**config.mk**
```make
export PLATFORM = sky130hd
export DESIGN_NAME = mem_port_arbiter
export DESIGN_NICKNAME = d
export VERILOG_FILES = /design/src/rtl/mem_arb_pkg.sv /design/src/rtl/mem_arb_timer.sv /design/src/rtl/mem_port_arbiter.sv
export SDC_FILE = /design/constraint.sdc
export NUM_CORES = 1
export LEC_CHECK = 0
export CAP_MARGIN = 30
export CORE_MARGIN = 4
export CORE_UTILIZATION = 40
export DETAILED_ROUTE_END_ITERATION = 10
export HOLD_SLACK_MARGIN = 0.03
export MAX_ROUTING_LAYER = met4
export PLACE_DENSITY = 0.76
export SLEW_MARGIN = 20
export SYNTH_ARGS = -nofsm -noshare
export SYNTH_HDL_FRONTEND = slang
export SYNTH_HIERARCHICAL = 1
export SYNTH_SLANG_ARGS = --single-unit
```
**constraint.sdc**
```tcl
create_clock -name clock -period 8.5 [get_ports clock]
set_input_delay 1.7 -clock clock [delete_from_list [all_inputs] [get_ports clock]]
set_output_delay 1.7 -clock clock [all_outputs]
set_load 0.05 [all_outputs]
```
**src/rtl/mem_arb_pkg.sv**
```systemverilog
// Shared types and constants for the two-port memory arbiter: FSM encoding,
// port-select values, data width and the registered memory command payload.
package mem_arb_pkg;

   localparam int unsigned DATA_W = 32;
   localparam int unsigned BE_W   = 4;
   localparam int unsigned CNT_W  = 10;

   localparam logic PORT_IF = 1'b0;
   localparam logic PORT_DM = 1'b1;

   typedef enum logic [1:0] {
      IDLE   = 2'd0,
      IF_ACC = 2'd1,
      DM_ACC = 2'd2,
      RESP   = 2'd3
   } state_t;

   typedef struct packed {
      logic              rd;
      logic [BE_W-1:0]   be;
      logic [DATA_W-1:0] wdata;
   } mem_cmd_t;

endpackage

```
**src/rtl/mem_arb_timer.sv**
```systemverilog
// Access watchdog: counts cycles without Mem_Ack and flags the cycle whose
// closing edge would bring the count to the limit.
module mem_arb_timer
   import mem_arb_pkg::*;
(
   input  logic             clock,
   input  logic             reset_n,
   input  logic             clear,
   input  logic             enable,
   input  logic [CNT_W-1:0] limit,
   output logic             expired
);

   logic [CNT_W-1:0] count_q, count_d;

   always_comb begin
      count_d = count_q;
      if (clear) begin
         count_d = '0;
      end else if (enable) begin
         count_d = count_q + CNT_W'(1);
      end
   end

   always_ff @(posedge clock or negedge reset_n) begin
      if (!reset_n) begin
         count_q <= '0;
      end else begin
         count_q <= count_d;
      end
   end

   // Combinational so the FSM can leave ACC on the same edge the count hits the limit.
   assign expired = enable && (count_q == (limit - CNT_W'(1)));

endmodule

```
**src/rtl/mem_port_arbiter.sv**
```systemverilog
// Arbitrates instruction-fetch and data ports onto one shared memory port.
// Define MEM_ARB_ROUND_ROBIN_EN for round-robin tie-breaking (default: DM priority).
module mem_port_arbiter
   import mem_arb_pkg::*;
#(
   parameter int unsigned ADDR_W  = 30,
   parameter int unsigned TIMEOUT = 255
) (
   input  logic              clock,
   input  logic              reset_n,
   input  logic              IF_Read,
   input  logic [ADDR_W-1:0] IF_Addr,
   output logic [DATA_W-1:0] IF_DataOut,
   output logic              IF_Ready,
   input  logic              DM_Read,
   input  logic [BE_W-1:0]   DM_Write,
   input  logic [ADDR_W-1:0] DM_Addr,
   input  logic [DATA_W-1:0] DM_DataIn,
   output logic [DATA_W-1:0] DM_DataOut,
   output logic              DM_Ready,
   output logic [ADDR_W-1:0] Mem_Addr,
   output logic [DATA_W-1:0] Mem_DataOut,
   output logic              Mem_Read,
   output logic [BE_W-1:0]   Mem_Write,
   input  logic [DATA_W-1:0] Mem_DataIn,
   input  logic              Mem_Ack,
   output logic              Mem_Error
);

   localparam logic [CNT_W-1:0] LIMIT = CNT_W'(TIMEOUT);

   state_t            state_q, state_d;
   logic [ADDR_W-1:0] addr_q, addr_d;
   mem_cmd_t          cmd_q, cmd_d;
   logic [DATA_W-1:0] if_data_q, if_data_d;
   logic [DATA_W-1:0] dm_data_q, dm_data_d;
   logic              if_ready_q, if_ready_d;
   logic              dm_ready_q, dm_ready_d;
   logic              mem_error_q, mem_error_d;

   logic              if_req, dm_req, grant, pick_dm, gnt_port;
   logic              acc_wait, tmo_expired;
   logic [DATA_W-1:0] rsp_data;

   assign if_req   = IF_Read;
   assign dm_req   = DM_Read || (DM_Write != '0);
   assign grant    = (state_q == IDLE) && (if_req || dm_req);
   assign acc_wait = ((state_q == IF_ACC) || (state_q == DM_ACC)) && !Mem_Ack;
   assign gnt_port = pick_dm ? PORT_DM : PORT_IF;

`ifdef MEM_ARB_ROUND_ROBIN_EN
   logic last_q, last_d;

   // On a tie, the port that did not win the previous grant goes next.
   assign pick_dm = dm_req && (!if_req || (last_q == PORT_IF));
   assign last_d  = grant ? gnt_port : last_q;

   always_ff @(posedge clock or negedge reset_n) begin
      if (!reset_n) begin
         last_q <= PORT_IF;
      end else begin
         last_q <= last_d;
      end
   end
`else
   assign pick_dm = dm_req;
`endif

   mem_arb_timer u_timer (
      .clock   (clock),
      .reset_n (reset_n),
      .clear   (grant),
      .enable  (acc_wait),
      .limit   (LIMIT),
      .expired (tmo_expired)
   );

   always_comb begin
      state_d     = state_q;
      addr_d      = addr_q;
      cmd_d       = cmd_q;
      if_data_d   = if_data_q;
      dm_data_d   = dm_data_q;
      if_ready_d  = 1'b0;
      dm_ready_d  = 1'b0;
      mem_error_d = mem_error_q;
      rsp_data    = '0;

      case (state_q)
         IDLE: begin
            if (grant) begin
               if (gnt_port == PORT_DM) begin
                  state_d     = DM_ACC;
                  addr_d      = DM_Addr;
                  // Any byte enable makes this a write, even with DM_Read high.
                  cmd_d.rd    = (DM_Write == '0);
                  cmd_d.be    = DM_Write;
                  cmd_d.wdata = DM_DataIn;
               end else begin
                  state_d     = IF_ACC;
                  addr_d      = IF_Addr;
                  cmd_d.rd    = 1'b1;
                  cmd_d.be    = '0;
                  cmd_d.wdata = '0;
               end
            end
         end
         IF_ACC, DM_ACC: begin
            if (Mem_Ack || tmo_expired) begin
               state_d  = RESP;
               cmd_d.rd = 1'b0;
               cmd_d.be = '0;
               rsp_data = (Mem_Ack && cmd_q.rd) ? Mem_DataIn : '0;
               if (!Mem_Ack) begin
                  mem_error_d = 1'b1;
               end
               if (state_q == IF_ACC) begin
                  if_data_d  = rsp_data;
                  if_ready_d = 1'b1;
               end else begin
                  dm_data_d  = rsp_data;
                  dm_ready_d = 1'b1;
               end
            end
         end
         RESP:    state_d = IDLE;
         default: state_d = IDLE;
      endcase
   end

   always_ff @(posedge clock or negedge reset_n) begin
      if (!reset_n) begin
         state_q     <= IDLE;
         addr_q      <= '0;
         cmd_q       <= '0;
         if_data_q   <= '0;
         dm_data_q   <= '0;
         if_ready_q  <= 1'b0;
         dm_ready_q  <= 1'b0;
         mem_error_q <= 1'b0;
      end else begin
         state_q     <= state_d;
         addr_q      <= addr_d;
         cmd_q       <= cmd_d;
         if_data_q   <= if_data_d;
         dm_data_q   <= dm_data_d;
         if_ready_q  <= if_ready_d;
         dm_ready_q  <= dm_ready_d;
         mem_error_q <= mem_error_d;
      end
   end

   assign IF_DataOut  = if_data_q;
   assign IF_Ready    = if_ready_q;
   assign DM_DataOut  = dm_data_q;
   assign DM_Ready    = dm_ready_q;
   assign Mem_Addr    = addr_q;
   assign Mem_DataOut = cmd_q.wdata;
   assign Mem_Read    = cmd_q.rd;
   assign Mem_Write   = cmd_q.be;
   assign Mem_Error   = mem_error_q;

endmodule

```
Yosys cells after proc, flatten, opt, wreduce, memory -nomap -nowiden
Cells that the tools add are included.

Reductions and logical operators: 21. Eq/ne operators: 6. $add $sub $neg: 1. Bitwise gates (word level): 2. Multiplexer cells: 19.

Operators by type and width (count): 2-to-1 mux 37 bit (2); 2-to-1 mux 32 bit (1); 2-to-1 mux 30 bit (1); 2-to-1 mux 10 bit (2); AND reduction 3 bit (4); adder 10 x 1 -> 10 bit (second input constant) (1); equality test 10 x 8 -> 1 bit (second input constant) (1); one-hot mux 5 bit (2 select lines) (1); 2-to-1 mux 1 bit (7); 2-to-1 mux 2 bit (3); one-hot mux 2 bit (3 select lines) (1); 2-to-1 mux 5 bit (1); equality test 2 bit (second input constant) (2); logical AND 1 bit (4); logical NOT 4 bit (1); logical OR 1 bit (4); != test 2 bit (second input constant) (2); AND reduction 2 bit (2); nonzero test 2 bit (2); nonzero test 4 bit (1); equality test 2 x 1 -> 1 bit (second input constant) (1); logical NOT 2 bit (1); inverter 1 bit (2); OR reduction 2 bit (1); logical NOT 1 bit (1).

Bits in registers: 146. Word-level logic and storage cells: 60. Input bits: 133. Output and inout port bits: 134.

Longest topological paths before layout
Gate-level depths: netlist of the first run.

Depth after elaboration: 7. Gate-level depth with buffers: 13. Depth with buffers taken out: 10.

Cells and area by module
Netlist of the first run, hierarchy kept.

Modules (own cells, without submodules): mem_port_arbiter (cells each 483, times used 1, area each 5577.8 sq um, seq. area each 3403.3 sq um); mem_arb_timer (cells each 99, times used 1, area each 818.3 sq um, seq. area each 250.2 sq um).

Least setup slack after synthesis of the first run
Ideal clock, no wire load.

Path type: in2reg. From: in Mem_Ack. To: reg dm_data_q[24] (netlist: DM_DataOut[24]). Slack: 4.770 ns. Required time: 8.365 ns. Cell stages on the path: 10. Data arrival time: 3.596 ns. Path buffers: 3. Setup time: 0.135 ns. Cells stage by stage: nor2b_1 clkbuf_1 nand3_1 a311o_1 a2111oi_2 o21ai_0 clkbuf_1 clkbuf_1 o21ai_0 o31ai_1.

Longest elaborated chain between the ends: 5. Elaborated cells between the ends (all ways): 7. Classes of those cells: mux: 1; reduce/logical: 6.

RTL lines: start, declared (line mem_port_arbiter.sv:26) `input logic Mem_Ack,`; logical NOT 1 bit; logical AND 1 bit (line mem_port_arbiter.sv:48) `assign acc_wait = ((state_q == IF_ACC) || (state_q == DM_ACC)) && !Mem_Ack;`; logical AND 1 bit (line mem_arb_timer.sv:34) `assign expired = enable && (count_q == (limit - CNT_W'(1)));`; via tmo_expired (line mem_port_arbiter.sv:42) `logic acc_wait, tmo_expired;`; logical OR 1 bit (line mem_port_arbiter.sv:109) `if (Mem_Ack || tmo_expired) begin`; AND reduction 3 bit (no line); end signal, assigned (line mem_port_arbiter.sv:146) `dm_data_q <= dm_data_d;`; end, declared (line mem_port_arbiter.sv:36) `logic [DATA_W-1:0] dm_data_q, dm_data_d;`.

The timed path passes the listed nets, and every way through them passes these cells. A chain may end at the register's enable or synchronous reset.

Worst setup path after layout of the first run
From: in DM_Read. To: reg u_timer.count_q[9].

Longest elaborated chain between the ends: 4. Elaborated cells between the ends (all ways): 5. Classes of those cells: mux: 1; reduce/logical: 4.

RTL lines: start, declared (line mem_port_arbiter.sv:15) `input logic DM_Read,`; logical OR 1 bit (*) (line mem_port_arbiter.sv:46) `assign dm_req = DM_Read || (DM_Write != '0);`; logical OR 1 bit (*) (line mem_port_arbiter.sv:47) `assign grant = (state_q == IDLE) && (if_req || dm_req);`; logical AND 1 bit (*) (line mem_port_arbiter.sv:47); 2-to-1 mux 10 bit or nonzero test 2 bit (tied branches); end signal, assigned (line mem_arb_timer.sv:29) `count_q <= count_d;`; end, declared (line mem_arb_timer.sv:14) `logic [CNT_W-1:0] count_q, count_d;`.

Mark *: on every way between the ends. The rest lies on a longest branch, timed or not.

==> results of run 1 <==
## state kept, by name, indices dropped and copies added, names as in the netlist
register and count:
DM_Ready 1, Mem_Error 1, Mem_Addr 30, Mem_Write 4, state_q 2, DM_DataOut 32, Mem_Read 1, u_timer/count_q 10
IF_Ready 1, Mem_DataOut 32, IF_DataOut 32
## placed cells by master, fill, tap and decap left out, types with 3 or more instances in the layout
cell type	count
a31oi_1	4
o21ai_0	68
or4_1	30
clkbuf_16	17
o221a_2	31
a22o_1	32
nor2_1	13
o21ai_4	3
mux2i_1	6
a21oi_1	5
clkdlybuf4s50_1	265
clkinvlp_4	3
buf_4	3
dfrtp_1	146
clkinv_4	4
and3_1	3
nand3_1	4
xor2_1	10
inv_1	15
conb_1	29
xnor2_1	8
nand2_1	78
inv_6	3
nor2b_1	3
ha_1	3
or3_1	3
o31ai_1	33
o22ai_1	6
## report_power, final
group	switching, W	internal (W)
Clock	0.000300	0.000423
Combinational	0.00106	0.000594
Sequential	0.000114	0.000881
## kinds of logic after synthesis
group                    after synthesis
multiplexers                           6
flip-flops                           146
buffers and inverters                 69
AO/OA/AOI/OAI                        193
adder cells (fa/ha/maj)                4
AND/OR/NAND/NOR                      144
other                                  2
XOR/XNOR                              18
## per-layer routing
metal | vias to the layer above | track usage
met4 | 0 | 0.04864
met5 | - | -
met2 | 161 | 0.3799
met1 | 2698 | 0.2424
li1 | 2643 | -
met3 | 14 | 0.06818
## critical path, delay by kind of cell
kind | cells | cell delay [ps]
buffers and inverters | 4 | 1610
and+or+nand+nor | 3 | 500
xor gates and xnor gates | 1 | 160
AOI/OAI and AO/OA | 2 | 1230
## per-stage QoR
stage	cells	util
after floorplan	609	-
after global placement	1036	0.5977
after detailed placement	1037	0.5996
after CTS	1068	0.6371
after global routing	1071	0.6393
final	1071	0.6393
## worst paths after layout
kind                                 from            endpoint  slack, ps  cells past startpoint
max                               DM_Read  u_timer/count_q[9]       3550                     10
min                        IF_DataOut[16]      IF_DataOut[16]        480                      2
max reg2reg                    state_q[1]        Mem_Write[1]       4940                      9
min reg2reg                IF_DataOut[16]      IF_DataOut[16]        480                      2
max in group asynchronous         reset_n        Mem_Addr[19]       6050                      3
min in group asynchronous         reset_n       IF_DataOut[7]       1310                      1
## cell type report
cell class,instances,area (um^2)
Multi-Input combinational cell,394,2567
Clock inverter,12,125.1
Sequential cell,146,3654
Antenna cell,1,2.502
Fill cell,1264,5564
Timing Repair Buffer,272,2738
Clock buffer,19,452.9
Tap cell,211,264.0
Inverter,16,60.06
==> reports/qor.yml, run 1 <==
ys_top_cells_by_count: "146 x dfrtp_1, 78 x nand2_1, 69 x o21ai_0"
wl_met2_mm: 10.17
ys_seq_area_frac: 0.5712
grt_overflow: 0
synthFlopType: "dfrtp_1"
first_pass_iters: 5
synth_top_family_by_area: "compound AO/OA/AOI/OAI gates"
maxSlewViolCount: 0
synth_cell_types: 46
drc_errors: 0
synth_xor_area_frac: 0.02465
muxShareOfSynthArea: 0.009390
place.detailed.hpwl_mm: 13.85
synth-adder-area-share: 0.007825
p_leak_nw: 4.043
yosys_warnings: 6
max_freq_ghz: 0.2021
synth_compound_area_frac: 0.2242
fin_nets: 984
syn_area_per_cell_um2: 10.99
crit_chain: "clkdlybuf4s50_1, buf_6, or2_2, o21ai_4, inv_2, o2111ai_1, inv_1, nand3_1, xor2_1, nor2_1"
fin_ws_ps: 3551
whs_ps: 480.5
irDropWorstVdd_mv: 0.2555
clk_pin_slew_worst_paths_ps: 60
core_area_um2: 15430
postCtsSetupRepairBufs: 0
drt_wl_total_mm: 19.16
dieWidth_um: 134.5
area_growth_pct: 54.21
synthTopCellsByArea: "dfrtp_1 57%, o221a_2 5.5%, o21ai_0 5.4%"
cts_tree: "built"
synth-simple-area-share: 0.1146
cp_slowest_cell: "o21ai_4"
cp_data_required_time_ps: 8770
dr_total_vias: 5516
cts_hold_buf: 0
drt_iter0_drc: 321
cts_num_sinks: 146
yosys.cell_count.top_type: "dfrtp_1"
htreeDepth: 4
power.total_w: 0.003376
wl_per_cell_um: 17.89
ys_seq_elements: 146
drt-met1-wl_mm: 7.606
synth_top_area_cell: "dfrtp_1"
vias_per_cell: 5.150
hold_class: "reg -> reg"
max-cap-violations: 0
finalClockSkew_ps: 11.44
initial_core_util: 0.4146
placed_cell_area_um2: 9250
status: "complete, no violations"
grt_first_pass_wirelength_mm: 30.50
cp-start-kind: "input port"
grt_max_degree: 80
min_period_ps: 4949
worst_pin_slew_ps: 864.3
synth-edff-count: 0
critPathMaxStageDelay_ps: 710
design_area_um2: 9863
dieArea_um2: 18080
final-setup-viol-count: 0
crit_fanout: 41
row_count: 45
cellPowerDensity_nw_per_um2: 342.3
track_usage: 0.2163
rsz0062_at_grt: "no"
gp_congestion: 0.8155
post-route-period-util: 0.5822
async_flop_share: 1.000
syn_inst: 582
drive_gt1_frac: 0.09430
cts_made_buffers: 17
crit_arrival_ps: 5220
ant_nets: 0
cts_buffer_depth: 2
port_buffers: 266
synth_top_area_frac: 0.5712
setup-tns-final_ps: 0
wl_met3_mm: 1.183
ios: 267
cts_root_buf: "clkbuf_16"
cts_resized: 0
finalHoldViolations: 0
end_kind: "flip-flop"
die_h_um: 134.5
syn_area_um2: 6396
insertion_delay_ps: 420
antenna_found_initial: 1
grt_pass1_vias: 5879
routed.top_layer: "met4"
pre_cts_slack_ps: 2969
slew_headroom: 0.4216
path_class: "in -> reg"
Note: power is estimated with default switching activity, not from simulation.
==> run 2, diff against run 1 <==
==> constraint.sdc (replaced) <==
create_clock -name clock -period 5.05 [get_ports clock]
set_input_delay 1.01 -clock clock [delete_from_list [all_inputs] [get_ports clock]]
set_output_delay 1.01 -clock clock [all_outputs]
set_load 0.05 [all_outputs]
==> run 2 against run 1 <==
  * Global-route usage rose by 0.72 points
  * Power rose by 69%
  * Sequential share of layout area fell by 0.17 points
  * Combinational power rose by 70%
  * Clock power rose by 66%
  * Flip-flop and latch count did not move
  * Final area rose by 0.47%
  * Wire length rose by 1.1%
  * Cell count rose by 0.37%
  * Largest power group unchanged
  * Highest routed layer unchanged
==> reports/qor.yml, run 2 (same netlist as run 1, synthesis figures left out) <==
end_kind: "flip-flop"
grt_first_pass_wirelength_mm: 31.31
max-cap-violations: 0
path_delay_family: "compound AO/OA/AOI/OAI gates"
drt-met1-wl_mm: 7.560
routed.top_layer: "met4"
place.detailed.hpwl_mm: 14.07
critPathMaxStageDelay_ps: 610
cellPowerDensity_nw_per_um2: 575.7
insertion_delay_ps: 420
vias_per_cell: 5.203
cts_num_sinks: 146
max_freq_ghz: 0.2681
fin_nets: 988
track_usage: 0.2235
row_count: 45
dieArea_um2: 18080
ant_nets: 0
post-route-util: 0.6423
hold_class: "reg -> reg"
drt_wl_total_mm: 19.37
first_pass_iters: 6
crit_buf_inv: 1
drc_errors: 0
die_h_um: 134.5
crit_fanout: 7
finalClockSkew_ps: 9.845
placed_cell_area_um2: 9314
gp_congestion: 0.8089
grt_pass1_vias: 5960
final_cell_mix: "265 x clkdlybuf4s50_1, 146 x dfrtp_1, 78 x nand2_1"
fill_cells: 1201
maxSlewViolCount: 0
diodes: 0
crit_chain: "clkdlybuf4s50_1, nor2b_1, nand3_1, a311o_1, a2111oi_2, nor3b_1, a31oi_1, o22ai_1"
min_period_ps: 3730
layout_commonest_cell: "clkdlybuf4s50_1"
grt_overflow: 0
core_area_um2: 15430
port_buffers: 266
rsz0062_at_grt: "no"
dieWidth_um: 134.5
drive_gt1_frac: 0.09722
ios: 267
slew_headroom: 0.4792
p_leak_nw: 4.068
initial_core_util: 0.4146
antenna_found_initial: 0
design_area_um2: 9910
cts_hold_buf: 0
worst_pin_slew_ps: 779.3
fin_ws_ps: 1320
clk_pin_slew_worst_paths_ps: 70
postCtsSetupRepairBufs: 0
drt_iter0_drc: 339
cts_made_buffers: 17
grt_max_degree: 67
wl_met2_mm: 10.10
cp-start-kind: "input port"
cts_root_buf: "clkbuf_16"
wl_met3_mm: 1.169
status: "complete, no violations"
dr_total_vias: 5593
cts_tree: "built"
post-route-period-util: 0.7387
pre_cts_slack_ps: 979.8
cts_resized: 0
finalHoldViolations: 0
final-setup-viol-count: 0
wl_per_cell_um: 18.02
area_growth_pct: 54.93
path_class: "in -> reg"
setup-tns-final_ps: 0
htreeDepth: 4
irDropWorstVdd_mv: 0.4889
cts_buffer_depth: 2
crit_arrival_ps: 4000
cp_slowest_cell: "a2111oi_2"
cp_data_required_time_ps: 5320
## run 2: cell count changes in the layout (fill, tap and decap cells not counted), sizes merged
cell	before	now
buf	7	11
bufinv	1	0
clkbuf	19	17
diode	1	0
clkinv	4	2
inv	20	25
clkinvlp	3	4
## run 2: layer usage
metal	vias to the layer above	track usage
li1	2654	-
met1	2707	0.2505
met3	34	0.06073
met5	-	-
met4	0	0.07919
met2	198	0.3858
## run 2: report_power, final
group | total [W] | internal [W] | switching [W] | leakage (nW)
logic | 0.00283 | 0.00103 | 0.00180 | 1.91
clock network | 0.00120 | 0.000653 | 0.000549 | 0.269
registers | 0.00167 | 0.00148 | 0.000188 | 1.89
## run 2: final cells by class
class / instances / area, um^2 / area share
sequential: 146 / 3654 / 0.3687
timing repair buffer: 276 / 2806 / 0.2832
multi-input combinational: 394 / 2557 / 0.2581
clock buffer: 17 / 425.4 / 0.04293
tap: 211 / 264.0 / 0.02664
clock inverter: 15 / 142.6 / 0.01439
inverter: 16 / 60.06 / 0.006061
## run 2: worst min-delay path, delay by kind of cell (launching register included)
family | cells | cell delay (ps)
flip-flops | 1 | 350
AO/OA/AOI/OAI | 1 | 60
AND/OR/NAND/NOR | 1 | 40
## run 2: path summary, 6_finish.rpt
check,from,end,slack (ps),depth (start not counted)
worst min-delay path,IF_DataOut[2],IF_DataOut[2],480,2
worst max-delay path,Mem_Ack,Mem_Read,1320,8
worst max register to register,state_q[1],Mem_Read,1470,9
worst min register to register,IF_DataOut[2],IF_DataOut[2],480,2
min in group asynchronous,reset_n,IF_DataOut[10],540,1
max in group asynchronous,reset_n,DM_DataOut[8],3370,3
## run 2: per-stage QoR
step | hold slack (ps) | total power (W) | instances
after floorplan | 492.4 | 0.003546 | 609
after global placement | 466.9 | 0.004428 | 1039
after detailed placement | 473.4 | 0.004506 | 1042
after CTS | 489.0 | 0.005735 | 1074
after global routing | 512.3 | 0.005980 | 1075
final | 484.8 | 0.005705 | 1075
==> run 3, diff against run 2 <==
==> constraint.sdc (replaced) <==
create_clock -name clock -period 3.5 [get_ports clock]
set_input_delay 0.7 -clock clock [delete_from_list [all_inputs] [get_ports clock]]
set_output_delay 0.7 -clock clock [all_outputs]
set_load 0.05 [all_outputs]
==> run 3 against run 2 <==
  * Combinational power up 44%
  * First-iteration DRC count up 10%
  * Final area shrank 0.35%
==> reports/qor.yml, run 3 (same netlist as run 1, synthesis figures left out) <==
crit_chain: "inv_1, ha_1, nor2b_1, nand3_1, a311o_1, a2111oi_2, buf_4, o21ai_4, buf_4, o21ai_0, o31ai_1"
path_class: "reg -> reg"
clk_pin_slew_worst_paths_ps: 60
cellPowerDensity_nw_per_um2: 833.2
cts_hold_buf: 0
crit_top_cell: "buf_4"
drt_wl_total_mm: 19.71
setup-tns-final_ps: 0
grt_max_degree: 89
cp-start-kind: "flip-flop"
grt_overflow: 0
fill_cells: 1230
cts_tree: "built"
die_h_um: 134.5
area_growth_pct: 54.38
cp.depth: 11
max_freq_ghz: 0.3290
crit_fanout: 65
irDropWorstVdd_mv: 0.5745
crit_end: "DM_DataOut[21]"
cts_made_buffers: 17
final-setup-viol-count: 0
cts_buffer_depth: 2
place.detailed.hpwl_mm: 14.12
cts_root_buf: "clkbuf_16"
cts_resized: 0
postCtsSetupRepairBufs: 0
row_count: 45
ios: 267
grt_first_pass_wirelength_mm: 31.30
crit_buf_inv: 3
gp_congestion: 0.8304
min_period_ps: 3039
finalHoldViolations: 0
grt_pass1_vias: 6043
post-route-util: 0.6401
r2r-end: "DM_DataOut[21]"
fin_nets: 992
use_met3: 0.05812
ant_nets: 0
reg2reg_from: "state_q[1]"
first_pass_iters: 5
finalClockSkew_ps: 9.718
ff2ff_path_depth: 11
post-route-period-util: 0.8684
wl_per_cell_um: 18.26
dieArea_um2: 18080
power.total_w: 0.008227
drt_iter0_drc: 373
critPathMaxStageDelay_ps: 550
cts_num_sinks: 146
final_cell_mix: "265 x clkdlybuf4s50_1, 146 x dfrtp_1, 78 x nand2_1"
slew_headroom: 0.4804
drc_errors: 0
core_area_um2: 15430
worst_pin_slew_ps: 779.3
antenna_found_initial: 0
insertion_delay_ps: 420
status: "complete, no violations"
layout_commonest_cell: "clkdlybuf4s50_1"
cp_data_required_time_ps: 3770
crit_start: "state_q[1]"
diodes: 0
track_usage: 0.2234
path_delay_family: "compound AO/OA/AOI/OAI gates"
p_leak_nw: 4.069
r2r_setup_slack_ps: 460
crit_arrival_ps: 3310
drive_gt1_frac: 0.1014
dieWidth_um: 134.5
maxSlewViolCount: 0
initial_core_util: 0.4146
htreeDepth: 4
vias_per_cell: 5.269
top_usage_layer: "met2"
dr_total_vias: 5685
max-cap-violations: 0
port_buffers: 266
met2_usage: 0.3824
rsz0062_at_grt: "no"
use_met1: 0.2611
cp_slowest_cell: "ha_1"
hold_class: "in -> async"
end_kind: "flip-flop"
==> run 3: area by class of cell <==
| type | instances | area, um^2 | area share |
|---|---|---|---|
| sequential | 146 | 3654 | 0.3700 |
| clock buffer | 17 | 425.4 | 0.04308 |
| multi-input combinational | 394 | 2557 | 0.2590 |
| inverter | 16 | 60.06 | 0.006082 |
| timing repair buffer | 280 | 2776 | 0.2812 |
| tap | 211 | 264.0 | 0.02674 |
| clock inverter | 15 | 137.6 | 0.01394 |
==> run 3: worst min path at each step <==
stage / start / end / slack [ps] / cells after the start
final: reset_n / IF_DataOut[7] / 330 / 1
after global routing: reset_n / IF_DataOut[7] / 390 / 1
after CTS: reset_n / IF_DataOut[7] / 370 / 1
after detailed placement: Mem_Error / Mem_Error / 460 / 1
after global placement: IF_DataOut[14] / IF_DataOut[14] / 460 / 2
after floorplan: reset_n / DM_DataOut[0] / 400 / 0
==> run 3: report_power, final <==
part	switching [W]	internal [W]
logic	0.00262	0.00147
clock network	0.000785	0.000942
registers	0.000277	0.00214
==> run 3: per-layer routing <==
| metal | vias to the layer above | wire length [um] |
|---|---|---|
| met5 | - | 0 |
| met3 | 26 | 1169 |
| met2 | 200 | 10250 |
| li1 | 2654 | - |
| met4 | 0 | 404 |
| met1 | 2805 | 7882 |
==> run 3: metrics by stage <==
step                      hold slack (ps)  cell area (um^2)  std cells  setup WS, ps
final                               332.9              9874       1079         460.6
after global routing                394.8              9874       1079         250.1
after CTS                           366.9              9874       1079         455.2
after detailed placement            460.9              9311       1047         369.1
after global placement              464.4              9296       1046         478.5
after floorplan                     404.4              6497        609         516.4
